<file path="config.mk">
export PLATFORM = sky130hd
export DESIGN_NAME = cdc_thermo_sampler
export DESIGN_NICKNAME = d
export VERILOG_FILES = /design/src/rtl/cdc_pkg.sv /design/src/rtl/cdc_sync_ff.sv /design/src/rtl/cdc_thermo_sampler.sv
export SDC_FILE = /design/constraint.sdc
export NUM_CORES = 1
export LEC_CHECK = 0
export CELL_PAD_IN_SITES_DETAIL_PLACEMENT = 1
export CELL_PAD_IN_SITES_GLOBAL_PLACEMENT = 2
export CORE_MARGIN = 2
export CORE_UTILIZATION = 35
export CTS_CLUSTER_DIAMETER = 60
export CTS_CLUSTER_SIZE = 8
export DETAILED_ROUTE_END_ITERATION = 12
export GPL_ROUTABILITY_DRIVEN = 1
export PLACE_DENSITY_LB_ADDON = 0.1
export SLEW_MARGIN = 20
export SYNTH_ARGS = -nofsm -noshare
export SYNTH_HDL_FRONTEND = slang
export SYNTH_HIERARCHICAL = 1
export SYNTH_SLANG_ARGS = --single-unit
</file>
<file path="constraint.sdc">
create_clock -name clk -period 3.09 [get_ports clk]
set_input_delay 0.4635 -clock clk [delete_from_list [all_inputs] [get_ports clk]]
set_output_delay 0.4635 -clock clk [all_outputs]
set_load 0.005 [all_outputs]
</file>
<file path="src/rtl/cdc_pkg.sv">
// Shared types, widths and the bubble-correction helper
// for the capacitance-to-digital front-end capture stage.
package cdc_pkg;

  typedef enum logic [1:0] {
    IDLE,
    SETTLE,
    ACQUIRE,
    DONE
  } state_e;

  localparam int THERM_WIDTH = 8;

  localparam int SETTLE_CYCLES_DEF = 4;
  localparam int STABLE_COUNT_DEF  = 3;
  localparam int ACQ_TIMEOUT_DEF   = 32;

  function automatic int cnt_w(input int n);
    return $clog2(n + 1);
  endfunction

  localparam int SETTLE_W = cnt_w(SETTLE_CYCLES_DEF);
  localparam int MATCH_W  = cnt_w(STABLE_COUNT_DEF);
  localparam int ACQ_W    = cnt_w(ACQ_TIMEOUT_DEF);

  // 3-input majority per bit; above the top is 0, below bit 0 is 1
  function automatic logic [THERM_WIDTH-1:0] bubble_fix(
    input logic [THERM_WIDTH-1:0] s
  );
    logic [THERM_WIDTH+1:0] e;
    logic [THERM_WIDTH-1:0] r;
    e = {1'b0, s, 1'b1};
    r = '0;
    for (int i = 0; i < THERM_WIDTH; i++) begin
      r[i] = (e[i+2] & e[i+1]) |
             (e[i+1] & e[i])   |
             (e[i+2] & e[i]);
    end
    return r;
  endfunction

endpackage

</file>
<file path="src/rtl/cdc_sync_ff.sv">
// Multi-bit synchroniser chain, STAGES flops deep,
// asynchronous active-low reset to zero.
module cdc_sync_ff #(
  parameter int WIDTH  = 8,
  parameter int STAGES = 2
) (
  input  logic             clk,
  input  logic             rst_n,
  input  logic [WIDTH-1:0] d_i,
  output logic [WIDTH-1:0] q_o
);

  logic [WIDTH-1:0] sync_q [STAGES];

  always_ff @(posedge clk or negedge rst_n) begin
    if (!rst_n) begin
      for (int i = 0; i < STAGES; i++) begin
        sync_q[i] <= '0;
      end
    end else begin
      sync_q[0] <= d_i;
      for (int i = 1; i < STAGES; i++) begin
        sync_q[i] <= sync_q[i-1];
      end
    end
  end

  assign q_o = sync_q[STAGES-1];

endmodule

</file>
<file path="src/rtl/cdc_thermo_sampler.sv">
// Comparator-ladder sampler: synchronise, settle, acquire
// until stable (or timeout), then hold a corrected word.
module cdc_thermo_sampler
  import cdc_pkg::*;
#(
  parameter int WIDTH         = THERM_WIDTH,
  parameter int SYNC_STAGES   = 2,
  parameter int SETTLE_CYCLES = SETTLE_CYCLES_DEF,
  parameter int STABLE_COUNT  = STABLE_COUNT_DEF,
  parameter int ACQ_TIMEOUT   = ACQ_TIMEOUT_DEF
) (
  input  logic             clk,
  input  logic             rst_n,
  input  logic             start,
  input  logic [WIDTH-1:0] comp_in,
  output logic [WIDTH-1:0] therm_out,
  output logic             valid,
  output logic             busy,
  output logic             unstable,
  output logic             below_range
);

  localparam int SW = cnt_w(SETTLE_CYCLES);
  localparam int MW = cnt_w(STABLE_COUNT);
  localparam int AW = cnt_w(ACQ_TIMEOUT);

  localparam logic [SW-1:0] SETTLE_END = SW'(SETTLE_CYCLES);
  localparam logic [MW-1:0] STABLE_END = MW'(STABLE_COUNT);
  localparam logic [AW-1:0] ACQ_END    = AW'(ACQ_TIMEOUT);

  logic [WIDTH-1:0] s;
  logic [WIDTH-1:0] c;

  state_e           state_q, state_d;
  logic [SW-1:0]    settle_q, settle_d;
  logic [AW-1:0]    acq_q, acq_d;
  logic [MW-1:0]    match_q, match_d;
  logic [WIDTH-1:0] ref_q, ref_d;
  logic [WIDTH-1:0] therm_q, therm_d;
  logic             valid_q, valid_d;
  logic             busy_q, busy_d;
  logic             unst_q, unst_d;
  logic             below_q, below_d;
  logic             stable;

  cdc_sync_ff #(
    .WIDTH (WIDTH),
    .STAGES(SYNC_STAGES)
  ) u_sync (
    .clk  (clk),
    .rst_n(rst_n),
    .d_i  (comp_in),
    .q_o  (s)
  );

  assign c = bubble_fix(s);

  always_comb begin
    state_d  = state_q;
    settle_d = settle_q;
    acq_d    = acq_q;
    match_d  = match_q;
    ref_d    = ref_q;
    therm_d  = therm_q;
    unst_d   = unst_q;
    below_d  = below_q;
    valid_d  = 1'b0;
    stable   = 1'b0;
    unique case (state_q)
      IDLE: begin
        if (start) begin
          state_d  = SETTLE;
          settle_d = '0;
        end
      end
      SETTLE: begin
        settle_d = settle_q + 1'b1;
        if (settle_d == SETTLE_END) begin
          state_d = ACQUIRE;
          acq_d   = '0;
          match_d = '0;
        end
      end
      ACQUIRE: begin
        acq_d = acq_q + 1'b1;
        if (match_q == '0 || c != ref_q) begin
          ref_d   = c;
          match_d = MW'(1);
        end else begin
          match_d = match_q + 1'b1;
        end
        // a fresh reference sets the count to 1, never STABLE_END
        stable = (match_d == STABLE_END);
        if (stable || acq_d == ACQ_END) begin
          therm_d = c;
          unst_d  = !stable;
          below_d = (c == '0);
          valid_d = 1'b1;
          state_d = DONE;
        end
      end
      DONE: begin
        state_d = IDLE;
      end
      default: begin
        state_d = IDLE;
      end
    endcase
    busy_d = (state_d == SETTLE) || (state_d == ACQUIRE);
  end

  always_ff @(posedge clk or negedge rst_n) begin
    if (!rst_n) begin
      state_q  <= IDLE;
      settle_q <= '0;
      acq_q    <= '0;
      match_q  <= '0;
      ref_q    <= '0;
      therm_q  <= '0;
      valid_q  <= 1'b0;
      busy_q   <= 1'b0;
      unst_q   <= 1'b0;
      below_q  <= 1'b0;
    end else begin
      state_q  <= state_d;
      settle_q <= settle_d;
      acq_q    <= acq_d;
      match_q  <= match_d;
      ref_q    <= ref_d;
      therm_q  <= therm_d;
      valid_q  <= valid_d;
      busy_q   <= busy_d;
      unst_q   <= unst_d;
      below_q  <= below_d;
    end
  end

  assign therm_out   = therm_q;
  assign valid       = valid_q;
  assign busy        = busy_q;
  assign unstable    = unst_q;
  assign below_range = below_q;

endmodule

</file>
==> impl_metrics.py <==
metrics = {
    "clock_network": {
        "cts.path.max_buffers": 2,
        "htreeDepth": 2,
        "cts_inserted_buffers": 5,
        "post_cts_buffers": 0,
        "tritoncts": "done",
        "clk_pin_slew_ns": 0.09,
        "cts_sinks": 49,
        "ctsHoldBuffers": 0,
        "clock-root-buffer": "clkbuf_8",
        "clk-insertion-delay-late_ns": 0.30,
        "cts_resized": 0,
    },
    "setup_path": {
        "crit_fanout": 13,
        "critPathRequiredTime_ns": 3.28,
        "critPathKind": "reg -> reg",
        "cp-start-kind": "flip-flop",
        "rrSetupSlack_ns": 0.59,
        "critPathArrivalTime_ns": 2.69,
        "cp-end-kind": "flip-flop",
    },
    "die": {
        "die_w_um": 84.6,
        "core-area_um2": 6310,
        "ios": 23,
        "dieArea_um2": 7160,
        "fp.dieH_um": 84.6,
        "rows": 29,
        "start_util_pct": 36.0,
    },
    "placed_design": {
        "placed_cell_area_um2": 2480,
        "port_buffers": 22,
        "hpwl_um": 3290,
        "placedCellCount": 275,
        "gp_congestion": 0.719,
        "place_ws_ns": 0.602,
    },
    "sta": {
        "timing.final.crit_share_pct": 80.9,
        "period_needed_ns": 2.50,
        "final.setup_skew_ns": 0.00422,
        "rsz0062_at_grt": "no",
        "setup_viol": 0,
        "final_hold_viol_count": 0,
        "worstMarginPinSlew_ns": 0.719,
        "max_slew_margin_pct": 52.1,
        "report.final.slew_viol_count": 0,
        "finalSetupTns_ns": 0,
        "worst_slack_ns": 0.591,
        "fmax_ghz": 0.400,
    },
    "routing": {
        "post-route-drc-count": 0,
        "firstDrtPassIters": 3,
        "drtIter0Drc": 60,
        "routedWlPerCell_um": 16.2,
        "vias_per_cell": 5.19,
        "dr_total_vias": 1469,
        "antenna_left": 0,
        "wl_um": 4590,
    },
    "synth": {
        "synth_nets": 205,
        "netlist_area_um2": 2270,
        "synth_edf_count": 0,
        "ys_warn_count": 6,
        "syn_inst": 190,
        "ys_ff_latch": 49,
        "synth_area_per_cell_um2": 12.0,
        "ys_seq_area_share_pct": 53.9,
        "yosys_most_used_dff": "dfrtp_1",
        "yosysTopAreaCell": "dfrtp_1",
        "synthTopCellsByArea": "dfrtp_1 54%, mux2_4 5.3%, buf_4 3.6%",
        "yosysTopAreaCellShare_pct": 53.9,
        "yosysUniqueCellTypes": 46,
        "async_reset_ff_share_pct": 100,
    },
    "worst_hold_path": {
        "hp-class": "in -> async",
    },
    "global_route": {
        "grt_max_degree": 50,
        "antenna_found_initial": 0,
        "grt.total_usage_pct": 14.2,
        "use_met1_pct": 18.7,
        "grt_busiest_layer": "met2",
        "met2_usage_pct": 22.9,
        "met3_usage_pct": 4.23,
        "grt_overflow": 0,
        "grt_pass1_vias": 1617,
        "grt_pass1_wl_um": 8090,
    },
    "final_layout": {
        "post-route-cell-area_um2": 2560,
        "drive_above_1_share_pct": 12.6,
        "register_area_um2": 1230,
        "final_cells": 283,
        "multiInputGateArea_um2": 897,
        "layout_commonest_cell": "dfrtp_1",
        "mostFrequentLayoutCells": "49 x dfrtp_1, 21 x clkdlybuf4s50_1, 13 x nand2_1",
        "fillers": 681,
        "antenna_cells": 0,
        "final_nets": 220,
        "area_growth_pct": 12.8,
    },
    "status": {
        "status": "complete, no violations",
    },
    "power_and_ir_drop": {
        "power.leakage_nw": 1.13,
        "total_power_mw": 1.67,
        "irDropWorstVdd_uv": 290,
        "power_density_nw_per_um2": 651,
    },
    "job": {
        "drv_cap": 0,
    },
}
==> through the flow <==
| step | util, % | hold WS, ns |
|---|---|---|
| after floorplan | - | 0.168 |
| after global placement | 39.2 | 0.332 |
| after detailed placement | 39.2 | 0.337 |
| after CTS | 40.6 | 0.359 |
| after global routing | 40.6 | 0.202 |
| final | 40.6 | 0.170 |
==> area by class of cell <==
class	count	share of cell area [%]
clock inverters	3	0.683
well taps	77	3.76
multi-input cells	118	35.0
repair buffers	24	9.07
clock buffers	5	2.68
flip-flops and latches	49	47.8
inverters	7	1.02
==> logic make-up after synthesis <==
kind of cell    synth area share [%]
flops                           53.9
fa+ha+maj                       3.96
buf+inv                         6.60
simple gates                    10.5
xor+xnor                        1.54
compound gates                  13.8
mux                             9.74
==> worst paths after layout <==
check,from,to,cells past startpoint
worst min register to register,u_sync/sync_q[15],u_sync/q_o[7],0
worst min-delay path,rst_n,settle_q[0],1
worst max register to register,u_sync/q_o[4],ref_q[7],5
max in group asynchronous,rst_n,therm_out[2],1
worst max-delay path,u_sync/q_o[4],ref_q[7],5
min in group clk,u_sync/sync_q[15],u_sync/q_o[7],0
==> report_power, final <==
part / switching, mW / leakage (nW) / internal [mW] / total, mW
logic: 0.194 / 0.465 / 0.231 / 0.425
registers: 0.115 / 0.624 / 0.754 / 0.869
clock network: 0.218 / 0.0439 / 0.157 / 0.375
==> per-layer routing <==
layer,share of wire (%),vias to the layer above
li1,-,694
met1,45,753
met5,0,-
met2,51,17
met4,0.85,0
met3,3.2,5
==> synth_stat cells (2+ instances only) <==
master    instances
a32o_1            2
or3b_1            2
buf_4            11
a211oi_1          4
xnor2_1           2
and3_1            4
nand2b_1          2
nor2b_1           3
a21o_1            3
xor2_1            2
ha_1              4
o21ai_0          10
dfrtp_1          49
clkbuf_1          2
nand3_1           5
o21bai_1          2
nor3_1            4
a21oi_1           7
nor2_1            7
buf_6             3
maj3_1            4
mux2_4            8
mux2_2            2
o22ai_1           2
nand2_1          13
mux2_1            7
inv_1             7
==> critical path, cell delays in order (launching register included) <==
cell and delay (ns):
dfrtp_1 0.61, xor2_1 0.23, a211oi_1 0.08, o32ai_2 0.44, o31a_1 0.67, mux2_4 0.36
==> state kept, by name (all words and copies together), names as in the netlist <==
| signal | flops |
|---|---|
| state_q | 2 |
| match_q | 2 |
| valid | 1 |
| u_sync/sync_q | 8 |
| below_range | 1 |
| ref_q | 8 |
| acq_q | 6 |
| u_sync/q_o | 8 |
| therm_out | 8 |
| unstable | 1 |
| settle_q | 3 |
| busy | 1 |
Note: power is estimated with default switching activity, not from simulation.
